[src/rtl/ica_sequencer.sv]
// ica_sequencer: sequences whitening then per-component fixed-point iterations for ICA,
// with per-phase handshake timeouts, abort and registered outputs.
module ica_sequencer #(
  parameter int MAX_ITER = 64,
  parameter int N_COMP   = 4,
  parameter int TIMEOUT  = 1023
) (
  input  logic       CLK_ica,
  input  logic       RSTn_ica,
  input  logic       GO_ica,
  input  logic       New_one,
  output logic       GO_whitening,
  input  logic       Whitening_busy,
  output logic       GO_fixed,
  input  logic       Fixed_busy,
  input  logic       Converged,
  output logic [1:0] Comp_idx,
  output logic [7:0] Iter_cnt,
  output logic [3:0] Nonconv_mask,
  output logic       Ica_busy,
  output logic       Ica_done,
  output logic       Timeout_err
);
  localparam logic [3:0] S_IDLE     = 4'd0;
  localparam logic [3:0] S_WH_START = 4'd1;
  localparam logic [3:0] S_WH_ACK   = 4'd2;
  localparam logic [3:0] S_WH_RUN   = 4'd3;
  localparam logic [3:0] S_FP_START = 4'd4;
  localparam logic [3:0] S_FP_ACK   = 4'd5;
  localparam logic [3:0] S_FP_RUN   = 4'd6;
  localparam logic [3:0] S_DONE     = 4'd7;
  localparam logic [3:0] S_ERR      = 4'd8;
  localparam logic [1:0] LAST = 2'(N_COMP - 1);
  localparam logic [7:0] MAXI = 8'(MAX_ITER);
  localparam logic [9:0] TLIM = 10'(TIMEOUT - 1);

  logic [3:0] r_state, w_next;
  logic [9:0] r_wait;
  logic [1:0] r_comp;
  logic [7:0] r_iter;
  logic [3:0] r_mask;
  logic       r_go_wh, r_go_fx, r_busy, r_done, r_terr;
  logic [7:0] w_iter;
  logic       w_fin, w_tmo, w_wst, w_start;

  assign w_iter  = r_iter + 8'd1;
  assign w_fin   = Converged || w_iter == MAXI;
  assign w_tmo   = r_wait == TLIM;
  assign w_wst   = r_state == S_WH_ACK || r_state == S_WH_RUN || r_state == S_FP_ACK || r_state == S_FP_RUN;
  assign w_start = (r_state == S_IDLE || r_state == S_ERR) && GO_ica;

  // Leaving a wait state takes precedence over a timeout landing on the same edge.
  always_comb begin
    w_next = r_state;
    case (r_state)
      S_IDLE, S_ERR: w_next = GO_ica ? S_WH_START : r_state;
      S_WH_START:    w_next = S_WH_ACK;
      S_WH_ACK:      w_next = Whitening_busy ? S_WH_RUN : w_tmo ? S_ERR : r_state;
      S_WH_RUN:      w_next = !Whitening_busy ? S_FP_START : w_tmo ? S_ERR : r_state;
      S_FP_START:    w_next = S_FP_ACK;
      S_FP_ACK:      w_next = Fixed_busy ? S_FP_RUN : w_tmo ? S_ERR : r_state;
      S_FP_RUN:      w_next = !Fixed_busy ? ((w_fin && r_comp == LAST) ? S_DONE : S_FP_START)
                                          : w_tmo ? S_ERR : r_state;
      default:       w_next = S_IDLE;
    endcase
    if (New_one) w_next = S_IDLE;
  end

  always_ff @(posedge CLK_ica or negedge RSTn_ica) begin
    if (!RSTn_ica) begin
      r_state <= S_IDLE;
      r_wait  <= '0;
      r_comp  <= '0;
      r_iter  <= '0;
      r_mask  <= '0;
      r_go_wh <= 1'b0;
      r_go_fx <= 1'b0;
      r_busy  <= 1'b0;
      r_done  <= 1'b0;
      r_terr  <= 1'b0;
    end else begin
      r_state <= w_next;
      r_go_wh <= w_next == S_WH_START;
      r_go_fx <= w_next == S_FP_START;
      r_busy  <= w_next != S_IDLE && w_next != S_ERR;
      r_done  <= w_next == S_DONE;
      r_wait  <= (w_wst && w_next == r_state) ? r_wait + 10'd1 : '0;
      if (New_one) begin
        r_comp <= '0;
        r_iter <= '0;
        r_terr <= 1'b0;
      end else if (w_start) begin
        r_comp <= '0;
        r_iter <= '0;
        r_mask <= '0;
        r_terr <= 1'b0;
      end else if (w_next == S_ERR) begin
        r_terr <= 1'b1;
      end else if (r_state == S_FP_RUN && !Fixed_busy) begin
        if (!Converged && w_iter == MAXI) r_mask[r_comp] <= 1'b1;
        if (w_fin && r_comp != LAST) begin
          r_comp <= r_comp + 2'd1;
          r_iter <= '0;
        end else begin
          r_iter <= w_iter;
        end
      end
    end
  end

  assign GO_whitening = r_go_wh;
  assign GO_fixed     = r_go_fx;
  assign Comp_idx     = r_comp;
  assign Iter_cnt     = r_iter;
  assign Nonconv_mask = r_mask;
  assign Ica_busy     = r_busy;
  assign Ica_done     = r_done;
  assign Timeout_err  = r_terr;
endmodule

[config.mk]
export PLATFORM = sky130hd
export DESIGN_NAME = ica_sequencer
export DESIGN_NICKNAME = d
export VERILOG_FILES = /design/src/rtl/ica_sequencer.sv
export SDC_FILE = /design/constraint.sdc
export NUM_CORES = 1
export LEC_CHECK = 0
export BUFFER_PORTS_ARGS = -buffer_cell sky130_fd_sc_hd__buf_2
export CAP_MARGIN = 20
export CORE_MARGIN = 2
export CORE_UTILIZATION = 42
export CTS_BUF_LIST = sky130_fd_sc_hd__clkbuf_16
export DETAILED_ROUTE_END_ITERATION = 8
export SLEW_MARGIN = 20
export SYNTH_ARGS = -nofsm -noshare
export SYNTH_HDL_FRONTEND = slang
export SYNTH_SLANG_ARGS = --single-unit
[constraint.sdc]
create_clock -name CLK_ica -period 2.56 [get_ports CLK_ica]
set_clock_uncertainty 0.2 [all_clocks]
set_input_delay 0.768 -clock CLK_ica [delete_from_list [all_inputs] [get_ports CLK_ica]]
set_output_delay 0.768 -clock CLK_ica [all_outputs]
set_load 0.01 [all_outputs]
* Word-level counts from Yosys, hierarchy flattened
Cells that the tools add are included.
** Cells by class
- Add/subtract/negate cells :: 3
- Eq/ne operators :: 19
- Reductions and logical operators :: 26
- Mux-type cells :: 29
- Bitwise logic cells :: 2
- Order comparisons :: 2
** Operators by type and width (number)
- 4-bit 2-to-1 mux :: 11
- 8-bit 2-to-1 mux :: 5
- 4-bit case mux with 7 select lines :: 1
- 4-bit by 3-bit equality test with 1-bit output (second input constant) :: 5
- 2-bit 2-to-1 mux :: 6
- 10-bit by 1-bit adder with 10-bit output (second input constant) :: 1
- 10-bit equality test (second input constant) :: 1
- 10-bit 2-to-1 mux :: 1
- 3-bit nonzero test :: 3
- 8-bit by 1-bit adder with 8-bit output (second input constant) :: 1
- 4-bit by 1-bit equality test with 1-bit output (second input constant) :: 2
- 4-bit by 2-bit equality test with 1-bit output (second input constant) :: 2
- 4-bit equality test (second input constant) :: 2
- 8-bit by 7-bit equality test with 1-bit output (second input constant) :: 1
- 1-bit logical AND :: 8
- 1-bit logical OR :: 5
- 4-bit equality test :: 1
- 4-bit logical NOT :: 1
- 1-bit 2-to-1 mux :: 4
- 2-bit != test (second input constant) :: 2
- 4-bit != test (second input constant) :: 1
- 4-bit bitwise OR :: 1
- 4-bit AND reduction :: 1
- 2-bit nonzero test :: 2
- 12 further kinds :: 13
** Storage, ports and cells
- Flip-flop bits (word level) :: 33

* Logic depth before layout (Yosys ltp)
- Word-level depth :: 12
- Gate-level depth with buffers :: 8
- Depth with buffers taken out :: 7

* Worst setup path after synthesis
OpenSTA, ideal clock, no wires.
- Path kind :: input port to flip-flop
- Start :: input Fixed_busy
- End :: register r_wait[2]
- Path buffers :: 0
- Setup time :: 0.086 ns
- Cell stages on the path :: 6
- Data required time :: 2.274 ns
- Setup slack :: 0.278 ns
- Arrival time :: 1.996 ns
- Path through :: and4bb_1 -> a21oi_1 -> or3_1 -> a211oi_2 -> o311ai_4 -> nor3_1
** On the way
- Word-level cells in the longest chain between the ends :: 6
** RTL lines
- from (decl) :: RTL line 15 : input logic Fixed_busy,
- 4-bit 2-to-1 mux (on tied branches) :: RTL line 62, 61
- 4-bit case mux with 7 select lines * :: RTL line 55 : case (r_state)
- 4-bit 2-to-1 mux * :: RTL line 66 : if (New_one) w_next = S_IDLE;
- 4-bit equality test * :: RTL line 87 : r_wait <= (w_wst && w_next == r_state) ? r_wait + 10'd1 : '0;
- 1-bit logical AND * :: RTL line 87
- 10-bit 2-to-1 mux * :: RTL line 87
- to (signal assigned) :: RTL line 87
- to (decl) :: RTL line 38 : logic [9:0] r_wait;
Mark *: on every way between the ends. The rest lies on a longest branch, timed or not.
A chain may end at the register's enable or synchronous reset.

* Final worst setup path
- Start :: register r_iter[3] (netlist: Iter_cnt[3])
- End :: register r_iter[6] (netlist: Iter_cnt[6])
** On the way
- Word-level cells in the longest chain between the ends :: 11
** RTL lines
- from (decl) :: RTL line 40 : logic [7:0] r_iter;
- from (signal assigned) :: RTL line 105 : r_iter <= w_iter;
- 8-bit by 1-bit adder with 8-bit output * :: RTL line 46 : assign w_iter = r_iter + 8'd1;
- 8-bit by 7-bit equality test with 1-bit output :: RTL line 47 : assign w_fin = Converged || w_iter == MAXI;
- 1-bit logical OR :: RTL line 47
- 1-bit logical AND :: RTL line 62 : S_FP_RUN: w_next = !Fixed_busy ? ((w_fin && r_comp == LAST) ? S_DONE : S_FP_START)
- 2-bit 2-to-1 mux :: RTL line 62
- 4-bit 2-to-1 mux :: RTL line 62
- 4-bit case mux with 7 select lines :: RTL line 55
- 4-bit 2-to-1 mux :: RTL line 66
- 4-bit equality test :: RTL line 97 : end else if (w_next == S_ERR) begin
- 3-bit != test (no line)
- 2-bit AND reduction (no line)
Mark *: on every way between the ends. The rest lies on a longest branch, timed or not. The select of a mux whose other input is x is not followed.

==> reports/metrics.yaml <==
final_layout:
  regArea_um2: 826
  n_antenna_cell: 0
  design_area_um2: 2540
  multi_input_area_um2: 1170
  fin_util_pct: 53.4
  fillers: 455
  nets: 270
  layout-drive-gt1-share_pct: 25.4
  area_growth_pct: 22.3
yosys:
  syn_area_per_cell_um2: 9.71
  syn_inst: 214
  ys_ff_latch: 33
  yosysMostFrequentCell: "dfrtp_1"
  yosysSeqAreaShare_pct: 39.7
  synth_largest_area_cell: "dfrtp_1"
  synth_commonest_cells: "dfrtp_1, nand2_1, nor3_1"
  synth_area_leaders: "dfrtp_1, ha_1, nor3_1"
  async_reset_ff_share_pct: 100
  synth-main-ff-cell: "dfrtp_1"
  yosysUniqueCellTypes: 58
  yosysWarningCount: 0
  syn-cell-area_um2: 2080
  synth_edf_count: 0
  synth_nets: 228
  synth_top_area_share_pct: 39.7
critical_path:
  worstReg2RegStart: "Iter_cnt[3]"
  crit_path_max_fanout: 9
  regToRegSetupSlack_ns: 0.22
  worstSetupStartpoint: "Iter_cnt[3]"
  critPathKind: "reg -> reg"
  rr_worst_depth: 6
  worst_ep_arrival_time_ns: 2.30
  crit_end: "Iter_cnt[6]"
  endpoint_kind: "flip-flop"
  required_ns: 2.52
  start_kind: "flip-flop"
  r2r_end: "Iter_cnt[6]"
cts:
  cts_tree: "built"
  holdBufCountCts: 0
  h-tree-depth: 2
  postCtsSetupRepairBufs: 0
  clk_pin_slew_worst_paths_ns: 0.05
  clockRootBuffer: "clkbuf_16"
  cts_made_buffers: 5
  cts.sinks: 33
  clk_latency_ns: 0.27
  clockBufferDepth: 2
  ctsResizeCount: 0
timing:
  final.min_clock_period_ns: 2.34
  worst_pin_slew_ns: 0.737
  finalHoldViolations: 0
  rsz0062_at_grt: "false"
  layout_setup_ws_ns: 0.220
  fin_crit_sh_pct: 91.4
  max_freq_ghz: 0.427
  setup_viol: 0
  slew_headroom_pct: 50.8
  setup_tns_ns: 0
  slew_violations: 0
die:
  die_x_um: 74.3
  die-area_um2: 5530
  initial_utilization_pct: 43.7
  core_area_um2: 4750
  ios: 26
  row_count: 25
  die_h_um: 74.3
place:
  io_buffers: 25
  place_hpwl_um: 3320
  gp_congestion: 0.816
  placed_area_um2: 2380
  dp_slack_ns: -0.0549
grt:
  grtUsageTotal_pct: 18.2
  grt_max_degree: 34
  grt_antenna_before_repair: 0
  grt_pass1_vias: 1599
  grt_pass1_wl_um: 7670
  grt_overflow_total: 0
worst_hold_path:
  worstHoldPathCells: 1
  hold_path.class: "reg -> reg"
drt:
  drtIter0Drc: 132
  ant_nets: 0
  via_count: 1729
  first_pass_iters: 4
  wirelength_um: 4520
  post_drt_wl_per_cell_um: 14.0
  drc: 0
  viasPerCell: 5.35
job:
  drv_cap: 0
pwr:
  ir_worst_vdd_v: 0.000305
  leakage_nw: 1.14
  power_density_nw_per_um2: 522
run_status:
  status: "finished, final reports clean"
[where the power goes]
group	leakage, nW	switching [mW]	internal [mW]
Clock	0.0797	0.207	0.451
Sequential	0.458	0.00821	0.529
Combinational	0.603	0.0779	0.0535
[how the worst min path moves through the flow]
stage / startpoint / endpoint / slack [ns]
after floorplan: RSTn_ica / Comp_idx[0] / 0.27
after global placement: Timeout_err / Timeout_err / 0.27
after detailed placement: Timeout_err / Timeout_err / 0.28
after CTS: Timeout_err / Timeout_err / 0.30
after global routing: Timeout_err / Timeout_err / 0.33
final: Timeout_err / Timeout_err / 0.29
[stage by stage]
step	cells	total power, mW	hold slack (ns)
6_report	323	1.33	0.288
2_1_floorplan	214	0.620	0.272
4_1_cts	323	1.34	0.296
3_5_place_dp	316	0.678	0.284
3_3_place_gp	316	0.677	0.275
5_1_grt	323	1.38	0.327
[registers in the layout, indices dropped and copies added (netlist names)]
signal        cells
Comp_idx          2
GO_fixed          1
GO_whitening      1
Ica_busy          1
Ica_done          1
Iter_cnt          8
Nonconv_mask      4
Timeout_err       1
r_state           4
r_wait           10
[worst max-delay path, cell delays in order (launching register included)]
cell	delay, ns
dfrtp_1	0.45
nor4b_1	0.39
a2bb2oi_1	0.16
o41a_1	0.39
o21ai_4	0.28
o21ai_1	0.12
a22o_1	0.23
[cell families after synthesis]
family | Yosys count | share of synthesized area, %
simple gates | 93 | 27.0
compound gates | 51 | 19.8
flops | 33 | 39.7
buf+inv | 18 | 4.03
xor+xnor | 10 | 4.21
fa+ha+maj | 7 | 4.21
mux | 2 | 0.963
[layout by cell type (no fill, tap or decap), types with 3 or more instances in the layout]
cell type  count
dfrtp_1       33
buf_2         25
nand2_1       18
buf_4         15
nor3_1        14
nor2_1        13
inv_1         11
a21oi_1       10
o21ai_1        7
xor2_1         7
ha_1           7
nor2b_1        6
nand4_1        5
a22o_1         5
nand3_1        5
clkbuf_16      5
and4_1         3
o21a_1         3
nand2b_1       3
and3b_1        3
xnor2_1        3
or3_1          3
a21o_1         3
o21ai_0        3
[per-layer routing]
metal  part of all wire, %  vias to the layer above  global-route usage, %
met5                     0                        -                      0
met4                   1.3                        0                   5.36
met3                   3.9                        6                   4.20
met2                    47                       32                   28.1
met1                    48                      823                   25.7
li1                      -                      868                      -
[layout make-up]
cell class	instances	area share, %
Clock inverter	2	1.38
Inverter	12	1.77
Multi-Input combinational cell	163	46.0
Timing Repair Buffer	41	10.1
Tap cell	67	3.30
Sequential cell	33	32.5
Clock buffer	5	4.92
(Power assumes the default switching activity.)
